`src/rtl/mips_pkg.sv`:
```
// Shared MIPS decode definitions: opcode and funct codes, instruction class codes and the bit
// positions inside the 8-bit control bundle
// {illegal, jump, branch, mem_wr, mem_rd, alu_src, reg_dst, reg_wr}.
package mips_pkg;

  // Primary opcodes (instr[31:26])
  localparam logic [5:0] OpRtype = 6'h00;
  localparam logic [5:0] OpJ     = 6'h02;
  localparam logic [5:0] OpJal   = 6'h03;
  localparam logic [5:0] OpBeq   = 6'h04;
  localparam logic [5:0] OpBne   = 6'h05;
  localparam logic [5:0] OpAddi  = 6'h08;
  localparam logic [5:0] OpAddiu = 6'h09;
  localparam logic [5:0] OpSlti  = 6'h0A;
  localparam logic [5:0] OpAndi  = 6'h0C;
  localparam logic [5:0] OpOri   = 6'h0D;
  localparam logic [5:0] OpLui   = 6'h0F;
  localparam logic [5:0] OpLw    = 6'h23;
  localparam logic [5:0] OpSw    = 6'h2B;

  // R-type function codes (instr[5:0])
  localparam logic [5:0] FnSll  = 6'h00;
  localparam logic [5:0] FnSrl  = 6'h02;
  localparam logic [5:0] FnJr   = 6'h08;
  localparam logic [5:0] FnAdd  = 6'h20;
  localparam logic [5:0] FnAddu = 6'h21;
  localparam logic [5:0] FnSub  = 6'h22;
  localparam logic [5:0] FnSubu = 6'h23;
  localparam logic [5:0] FnAnd  = 6'h24;
  localparam logic [5:0] FnOr   = 6'h25;
  localparam logic [5:0] FnSlt  = 6'h2A;

  typedef enum logic [2:0] {
    ClsR       = 3'd0,
    ClsIalu    = 3'd1,
    ClsLoad    = 3'd2,
    ClsStore   = 3'd3,
    ClsBranch  = 3'd4,
    ClsJump    = 3'd5,
    ClsIllegal = 3'd7
  } instr_class_e;

  // Control bundle bit indices
  localparam int unsigned CtrlRegWr   = 0;
  localparam int unsigned CtrlRegDst  = 1;
  localparam int unsigned CtrlAluSrc  = 2;
  localparam int unsigned CtrlMemRd   = 3;
  localparam int unsigned CtrlMemWr   = 4;
  localparam int unsigned CtrlBranch  = 5;
  localparam int unsigned CtrlJump    = 6;
  localparam int unsigned CtrlIllegal = 7;

  localparam logic [7:0] CtrlIllegalWord = 8'h80;

  // Opcodes whose immediate is zero-extended; every other form sign-extends.
  function automatic logic is_zero_ext(input logic [5:0] opcode);
    return (opcode == OpAndi) || (opcode == OpOri);
  endfunction

endpackage

```
`src/rtl/instr_field_decode.sv`:
```
// Combinational decode of one 32-bit MIPS instruction word.
//  instr_i    : instruction word
//  opcode_o.. : raw bit fields (opcode, rs, rt, rd, shamt, funct, 26-bit jump address)
//  imm_ext_o  : imm16 extended to DATA_WIDTH (zero-extended for andi/ori)
//  cls_o      : instruction class code
//  ctrl_o     : {illegal, jump, branch, mem_wr, mem_rd, alu_src, reg_dst, reg_wr}
module instr_field_decode
  import mips_pkg::*;
#(
  parameter int unsigned DATA_WIDTH = 32
) (
  input  logic [31:0]           instr_i,
  output logic [5:0]            opcode_o,
  output logic [4:0]            rs_o,
  output logic [4:0]            rt_o,
  output logic [4:0]            rd_o,
  output logic [4:0]            shamt_o,
  output logic [5:0]            funct_o,
  output logic [DATA_WIDTH-1:0] imm_ext_o,
  output logic [25:0]           address_o,
  output logic [2:0]            cls_o,
  output logic [7:0]            ctrl_o
);

  instr_class_e cls;
  logic [7:0]   ctrl;

  assign opcode_o  = instr_i[31:26];
  assign rs_o      = instr_i[25:21];
  assign rt_o      = instr_i[20:16];
  assign rd_o      = instr_i[15:11];
  assign shamt_o   = instr_i[10:6];
  assign funct_o   = instr_i[5:0];
  assign address_o = instr_i[25:0];

  assign imm_ext_o = is_zero_ext(instr_i[31:26]) ? DATA_WIDTH'(instr_i[15:0])
                                                 : DATA_WIDTH'($signed(instr_i[15:0]));

  always_comb begin
    cls  = ClsIllegal;
    ctrl = '0;
    case (instr_i[31:26])
      OpRtype: begin
        case (instr_i[5:0])
          FnSll, FnSrl, FnAdd, FnAddu, FnSub, FnSubu, FnAnd, FnOr, FnSlt: begin
            cls = ClsR;
            // Writing $0 is a no-op, so the whole destination path is dropped; this keeps
            // the canonical nop (all zeros) at an all-zero control bundle.
            ctrl[CtrlRegWr]  = (instr_i[15:11] != 5'd0);
            ctrl[CtrlRegDst] = (instr_i[15:11] != 5'd0);
          end
          FnJr: begin
            cls            = ClsJump;
            ctrl[CtrlJump] = 1'b1;
          end
          default: ;
        endcase
      end
      OpAddi, OpAddiu, OpSlti, OpAndi, OpOri, OpLui: begin
        cls              = ClsIalu;
        ctrl[CtrlAluSrc] = 1'b1;
        ctrl[CtrlRegWr]  = (instr_i[20:16] != 5'd0);
      end
      OpLw: begin
        cls              = ClsLoad;
        ctrl[CtrlMemRd]  = 1'b1;
        ctrl[CtrlAluSrc] = 1'b1;
        ctrl[CtrlRegWr]  = (instr_i[20:16] != 5'd0);
      end
      OpSw: begin
        cls              = ClsStore;
        ctrl[CtrlMemWr]  = 1'b1;
        ctrl[CtrlAluSrc] = 1'b1;
      end
      OpBeq, OpBne: begin
        cls              = ClsBranch;
        ctrl[CtrlBranch] = 1'b1;
      end
      OpJ: begin
        cls            = ClsJump;
        ctrl[CtrlJump] = 1'b1;
      end
      OpJal: begin
        // Link register is $31, so the write is never suppressed.
        cls             = ClsJump;
        ctrl[CtrlJump]  = 1'b1;
        ctrl[CtrlRegWr] = 1'b1;
      end
      default: ;
    endcase
    if (cls == ClsIllegal) begin
      ctrl = CtrlIllegalWord;
    end
  end

  assign cls_o  = cls;
  assign ctrl_o = ctrl;

endmodule

```
`src/rtl/instr_decode_stage.sv`:
```
// Pipelined MIPS decode stage between fetch and the register-file/ALU stage.
// The incoming word is decoded before the registers; the decoded bundle is held in entry A
// (drives the outputs) and, when SKID_EN=1, a second skid entry B.
//  clk, reset_n          : clock, asynchronous active-low reset
//  flush                 : drops both entries and any same-cycle input
//  in_valid/in_ready     : fetch-side handshake with in_instr, in_pc
//  out_valid/out_ready   : downstream handshake
//  out_opcode..out_ctrl  : registered decoded fields, pc, pc+4, class and control bundle
module instr_decode_stage
  import mips_pkg::*;
#(
  parameter int unsigned DATA_WIDTH = 32,
  parameter int unsigned PC_WIDTH   = 32,
  parameter bit          SKID_EN    = 1'b1
) (
  input  logic                  clk,
  input  logic                  reset_n,
  input  logic                  flush,
  input  logic                  in_valid,
  output logic                  in_ready,
  input  logic [31:0]           in_instr,
  input  logic [PC_WIDTH-1:0]   in_pc,
  output logic                  out_valid,
  input  logic                  out_ready,
  output logic [5:0]            out_opcode,
  output logic [4:0]            out_rs,
  output logic [4:0]            out_rt,
  output logic [4:0]            out_rd,
  output logic [4:0]            out_shamt,
  output logic [5:0]            out_funct,
  output logic [DATA_WIDTH-1:0] out_imm_ext,
  output logic [25:0]           out_address,
  output logic [PC_WIDTH-1:0]   out_pc,
  output logic [PC_WIDTH-1:0]   out_pc_plus4,
  output logic [2:0]            out_class,
  output logic [7:0]            out_ctrl
);

  typedef struct packed {
    logic [5:0]            opcode;
    logic [4:0]            rs;
    logic [4:0]            rt;
    logic [4:0]            rd;
    logic [4:0]            shamt;
    logic [5:0]            funct;
    logic [DATA_WIDTH-1:0] imm_ext;
    logic [25:0]           address;
    logic [PC_WIDTH-1:0]   pc;
    logic [PC_WIDTH-1:0]   pc_plus4;
    logic [2:0]            cls;
    logic [7:0]            ctrl;
  } entry_t;

  logic [5:0]            dec_opcode;
  logic [4:0]            dec_rs;
  logic [4:0]            dec_rt;
  logic [4:0]            dec_rd;
  logic [4:0]            dec_shamt;
  logic [5:0]            dec_funct;
  logic [DATA_WIDTH-1:0] dec_imm_ext;
  logic [25:0]           dec_address;
  logic [2:0]            dec_cls;
  logic [7:0]            dec_ctrl;
  entry_t                dec;

  entry_t a_q, a_d, b_q, b_d;
  logic   a_valid_q, a_valid_d, b_valid_q, b_valid_d;
  logic   accept, a_free;

  instr_field_decode #(
    .DATA_WIDTH(DATA_WIDTH)
  ) u_field_decode (
    .instr_i   (in_instr),
    .opcode_o  (dec_opcode),
    .rs_o      (dec_rs),
    .rt_o      (dec_rt),
    .rd_o      (dec_rd),
    .shamt_o   (dec_shamt),
    .funct_o   (dec_funct),
    .imm_ext_o (dec_imm_ext),
    .address_o (dec_address),
    .cls_o     (dec_cls),
    .ctrl_o    (dec_ctrl)
  );

  always_comb begin
    dec.opcode   = dec_opcode;
    dec.rs       = dec_rs;
    dec.rt       = dec_rt;
    dec.rd       = dec_rd;
    dec.shamt    = dec_shamt;
    dec.funct    = dec_funct;
    dec.imm_ext  = dec_imm_ext;
    dec.address  = dec_address;
    dec.pc       = in_pc;
    // pc+4 is stored rather than derived from out_pc so that it reads 0 out of reset.
    dec.pc_plus4 = in_pc + PC_WIDTH'(4);
    dec.cls      = dec_cls;
    dec.ctrl     = dec_ctrl;
  end

  // With the skid entry, in_ready depends only on state (B empty), breaking the ready path.
  assign in_ready = SKID_EN ? !b_valid_q : (!a_valid_q || out_ready);
  assign accept   = in_valid && in_ready;
  assign a_free   = !a_valid_q || out_ready;

  always_comb begin
    a_d       = a_q;
    b_d       = b_q;
    a_valid_d = a_valid_q;
    b_valid_d = b_valid_q;
    if (flush) begin
      a_valid_d = 1'b0;
      b_valid_d = 1'b0;
    end else if (a_free) begin
      if (b_valid_q) begin
        // B is older than anything arriving now; in_ready was low so nothing is accepted.
        a_d       = b_q;
        a_valid_d = 1'b1;
        b_valid_d = 1'b0;
      end else if (accept) begin
        a_d       = dec;
        a_valid_d = 1'b1;
      end else begin
        a_valid_d = 1'b0;
      end
    end else if (accept) begin
      // A is stalled: park the new word in the skid entry (only reachable with SKID_EN=1).
      b_d       = dec;
      b_valid_d = 1'b1;
    end
  end

  always_ff @(posedge clk or negedge reset_n) begin
    if (!reset_n) begin
      a_q       <= '0;
      b_q       <= '0;
      a_valid_q <= 1'b0;
      b_valid_q <= 1'b0;
    end else begin
      a_q       <= a_d;
      b_q       <= b_d;
      a_valid_q <= a_valid_d;
      b_valid_q <= b_valid_d;
    end
  end

  assign out_valid    = a_valid_q;
  assign out_opcode   = a_q.opcode;
  assign out_rs       = a_q.rs;
  assign out_rt       = a_q.rt;
  assign out_rd       = a_q.rd;
  assign out_shamt    = a_q.shamt;
  assign out_funct    = a_q.funct;
  assign out_imm_ext  = a_q.imm_ext;
  assign out_address  = a_q.address;
  assign out_pc       = a_q.pc;
  assign out_pc_plus4 = a_q.pc_plus4;
  assign out_class    = a_q.cls;
  assign out_ctrl     = a_q.ctrl;

endmodule

```
`config.mk`:
```
export PLATFORM = sky130hd
export DESIGN_NAME = instr_decode_stage
export DESIGN_NICKNAME = d
export VERILOG_FILES = /design/src/rtl/mips_pkg.sv /design/src/rtl/instr_field_decode.sv /design/src/rtl/instr_decode_stage.sv
export SDC_FILE = /design/constraint.sdc
export NUM_CORES = 1
export LEC_CHECK = 0
export BUFFER_PORTS_ARGS = -buffer_cell sky130_fd_sc_hd__buf_2
export CAP_MARGIN = 20
export CORE_UTILIZATION = 54
export CTS_BUF_LIST = sky130_fd_sc_hd__clkbuf_2 sky130_fd_sc_hd__clkbuf_4 sky130_fd_sc_hd__clkbuf_8
export DETAILED_ROUTE_END_ITERATION = 8
export PLACE_DENSITY = 0.77
export SYNTH_ARGS = -nofsm -noshare
export SYNTH_HDL_FRONTEND = slang
export SYNTH_HIERARCHICAL = 1
export SYNTH_SLANG_ARGS = --single-unit
```
`constraint.sdc`:
```
create_clock -name clk -period 2.3 [get_ports clk]
set_input_delay 0.115 -clock clk [delete_from_list [all_inputs] [get_ports clk]]
set_output_delay 0.115 -clock clk [all_outputs]
set_load 0.05 [all_outputs]
```
==> summary.log <==
[floorplan] I/O pin cnt 236
[routing] antenna-violating nets left 0
[timing] fin crit share 82.0%
[routing] WL final 34300 um
[logic_synthesis] Avg Cell Area, Syn 11.2 um^2
[floorplan] initial standard-cell utilization of the core 55.4%
[worst_setup_path] number of buffer and inverter instances along the worst setup path 2
[timing] Fmax 530 MHz
[worst_setup_path] Max Fanout on Critical Path 9
[logic_synthesis] sequential fraction of the synthesis area 54.6%
[floorplan] vertical extent of the die 169 um
[pwr] Peak supply drop 586 uV
[logic_synthesis] flip-flop cell with the highest count after synthesis dfrtp_1
[timing] Max Clock Skew 0.0283 ns
[logic_synthesis] synthesized instance count 1342
[layout] area added between synthesis and finish 19.6%
[logic_synthesis] nets in the synthesized netlist 1412
[timing] setup repair after global routing missed its margin false
[min_path] worst hold-check path type in2async
[worst_setup_path] arrival time of the worst setup path 2.30 ns
[cts] post-cts repair resize count 0
[timing] number of max-slew violations in the final report 0
[cts] cts bufs inserted 54
[layout] share of cells above drive strength 1 32.0%
[logic_synthesis] top post-synthesis cells by count dfrtp_1, nand2_1, mux2_2, mux2i_1, o21ai_1
[routing] residual DRC count 0
[logic_synthesis] proportion of netlist area held by the largest area contributor 54.6%
[pwr] power density normalized to cell area 962 nW/um^2
[timing] Rel. slew slack 41.6%
[grt] pin count of the biggest net entering global routing 115
[grt] number of global-route vias before repair 10800
[routing] Avg Vias per Cell 5.40
[placed_design] final estimated routing congestion in global placement 0.837
[cts] clock insertion delay at the later pin of the skew report 0.59 ns
[logic_synthesis] synthesized flop and latch total 328
[worst_setup_path] most used cell along the critical path o21ai_0
[logic_synthesis] most frequent cell after synthesis dfrtp_1
[placed_design] HPWL after DPL 21700 um
[routing] DR iter-0 viols 570
[grt] Overflow after GRT 0
[logic_synthesis] biggest area consumer among synthesized cells dfrtp_1
[layout] number of nets in the finished design 1624
[logic_synthesis] largest cells by area after synthesis dfrtp_1, mux2_2, mux2i_1
[timing] post-layout minimum cycle time 1.89 ns
[logic_synthesis] proportion of register bits with asynchronous set or reset after synthesis 100%
[logic_synthesis] Post-synth EDFFs 0
[worst_setup_path] crit path max-delay cell type or4b_2
[timing] Hold Vio Cnt, Final 0
[worst_setup_path] Critical Path RT 2.71 ns
[floorplan] placement row count 60
[timing] number of setup violations in the final report 0
[cts] level count of the clock H-tree 2
[timing] actual slew at the worst max-slew pin 0.876 ns
[timing] setup total negative slack 0 ns
[worst_setup_path] chain of cells forming the critical path dlygate4sd3_1 -> buf_2 -> or4b_2 -> nor3_1 -> o21ai_0 -> mux2i_1 -> o21ai_0
[worst_setup_path] path type of the worst setup path in2reg
[placed_design] # port buffers 235
[worst_setup_path] launching element type of the critical path input port
[routing] DR pass1 iterations 5
[worst_setup_path] peak per-stage delay on the critical path 0.68 ns
[routing] total number of vias 10700
[routing] average detailed-routed wire length per instance 17.4 um
[pwr] leakage power 0.00821 uW
[floorplan] Horiz. Die Dim 169 um
[worst_setup_path] element type at the critical path end flop
[cts] TritonCTS clock tree built
[floorplan] area of the die 28500 um^2
[cts] clock root buffer clkbuf_8
[floorplan] Std-Cell Core Area 27100 um^2
[cts] maximum count of clock buffers along a single path 3
[grt] first-pass GRT wire length 55900 um
[worst_setup_path] family with the most delay on the worst path simple AND/OR/NAND/NOR gates
[cts] CTS clk-pin slew, worst paths 0.06 ns
[run_status] result of the run finished clean
[grt] antenna violations before repair 1
[cts] number of sinks on the clock net 328
[grt] Global Route Usage Sum 24.5%
[logic_synthesis] synthesized area 15000 um^2
[logic_synthesis] Yosys warning total 6
[layout] fin util 66.3%
[logic_synthesis] count of cell types in the netlist 53
[run] number of violations of the max-capacitance limit 0
[layer usage]
metal | routed length, um | up-vias | global-route usage (%)
met2 | 16200 | 310 | 39.2
met1 | 14800 | 5251 | 32.6
met3 | 2010 | 84 | 5.10
met4 | 1240 | 0 | 10.4
met5 | 0 | - | 0
li1 | - | 5007 | -
[kinds of logic after synthesis]
group / share of synthesized area, %
flops: 54.6
simple gates: 8.93
mux: 19.1
compound gates: 8.34
buf+inv: 7.26
xor+xnor: 1.63
fa+ha+maj: 0.0833
[what timing repair did]
action	CTS	global route
buffers inserted	0	0
hold buffers	70	0
hold endpoints to repair	331	0
[where the power goes]
part | internal [uW] | switching [uW] | leakage [uW]
combinational | 1280 | 2820 | 0.00349
sequential | 6920 | 589 | 0.00405
clock | 3340 | 2320 | 0.000664
[flip-flops by register name, indices dropped and copies added, names as in the netlist, 3 cells and up]
signal / flops
out_rs: 5
b_q: 163
out_class: 3
out_funct: 6
out_shamt: 5
out_pc: 32
out_imm_ext: 32
out_ctrl: 8
out_rd: 5
out_rt: 5
out_address: 26
out_pc_plus4: 30
out_opcode: 6
[through the flow]
step / hold WS, ns / setup slack (ns) / instances / total power (uW) / instance area (um^2)
6_report: 0.159 / 0.415 / 1972 / 17300 / 18000
5_1_grt: 0.182 / 0.291 / 1972 / 18100 / 18000
4_1_cts: 0.164 / 0.436 / 1971 / 17400 / 18000
3_5_place_dp: 0.195 / 0.428 / 1800 / 11600 / 16000
3_3_place_gp: 0.187 / 0.446 / 1800 / 11400 / 16000
2_1_floorplan: -0.181 / 0.426 / 1342 / 10500 / 15000
[cell type report]
type / instances / area [um^2]
clock buffer: 92 / 1130
antenna: 1 / 2.50
sequential: 328 / 8210
multi-input combinational: 830 / 5740
inverter: 8 / 30.0
clock inverter: 9 / 115
timing repair buffer: 332 / 2260
tap: 372 / 465
fill: 2040 / 9140
[cell usage in the layout, fill, tap and decap left out, drive strengths merged, types with 9 or more instances in the layout]
cell,netlist,layout
nor3,13,13
nand2,185,185
o22ai,12,12
dfrtp,328,328
nand3,16,16
mux2i,135,135
and3,9,9
clkbuf,41,92
nor2,28,28
dlygate4sd3,0,70
mux2,135,135
buf,135,262
xnor2,11,11
o21ai,187,187
nand4,10,10
xor2,17,17
a21oi,27,27
[final timing paths]
path	startpoint	to	slack (ns)	cells after the start
max in group asynchronous	reset_n	out_pc[0]$_DFFE_PN0P_	1.38	3
worst max register to register	out_valid$_DFFE_PN0N_	b_q[82]$_DFFE_PN0P_	0.42	4
worst min register to register	out_imm_ext[29]$_DFFE_PN0P_	out_imm_ext[29]$_DFFE_PN0P_	0.47	2
worst min-delay path	reset_n	out_imm_ext[21]$_DFFE_PN0P_	0.16	2
worst max-delay path	in_instr[2]	out_ctrl[7]$_DFFE_PN0P_	0.41	7
min in group clk	in_instr[21]	b_q[96]$_DFFE_PN0P_	0.33	3
(Power assumes the default switching activity.)
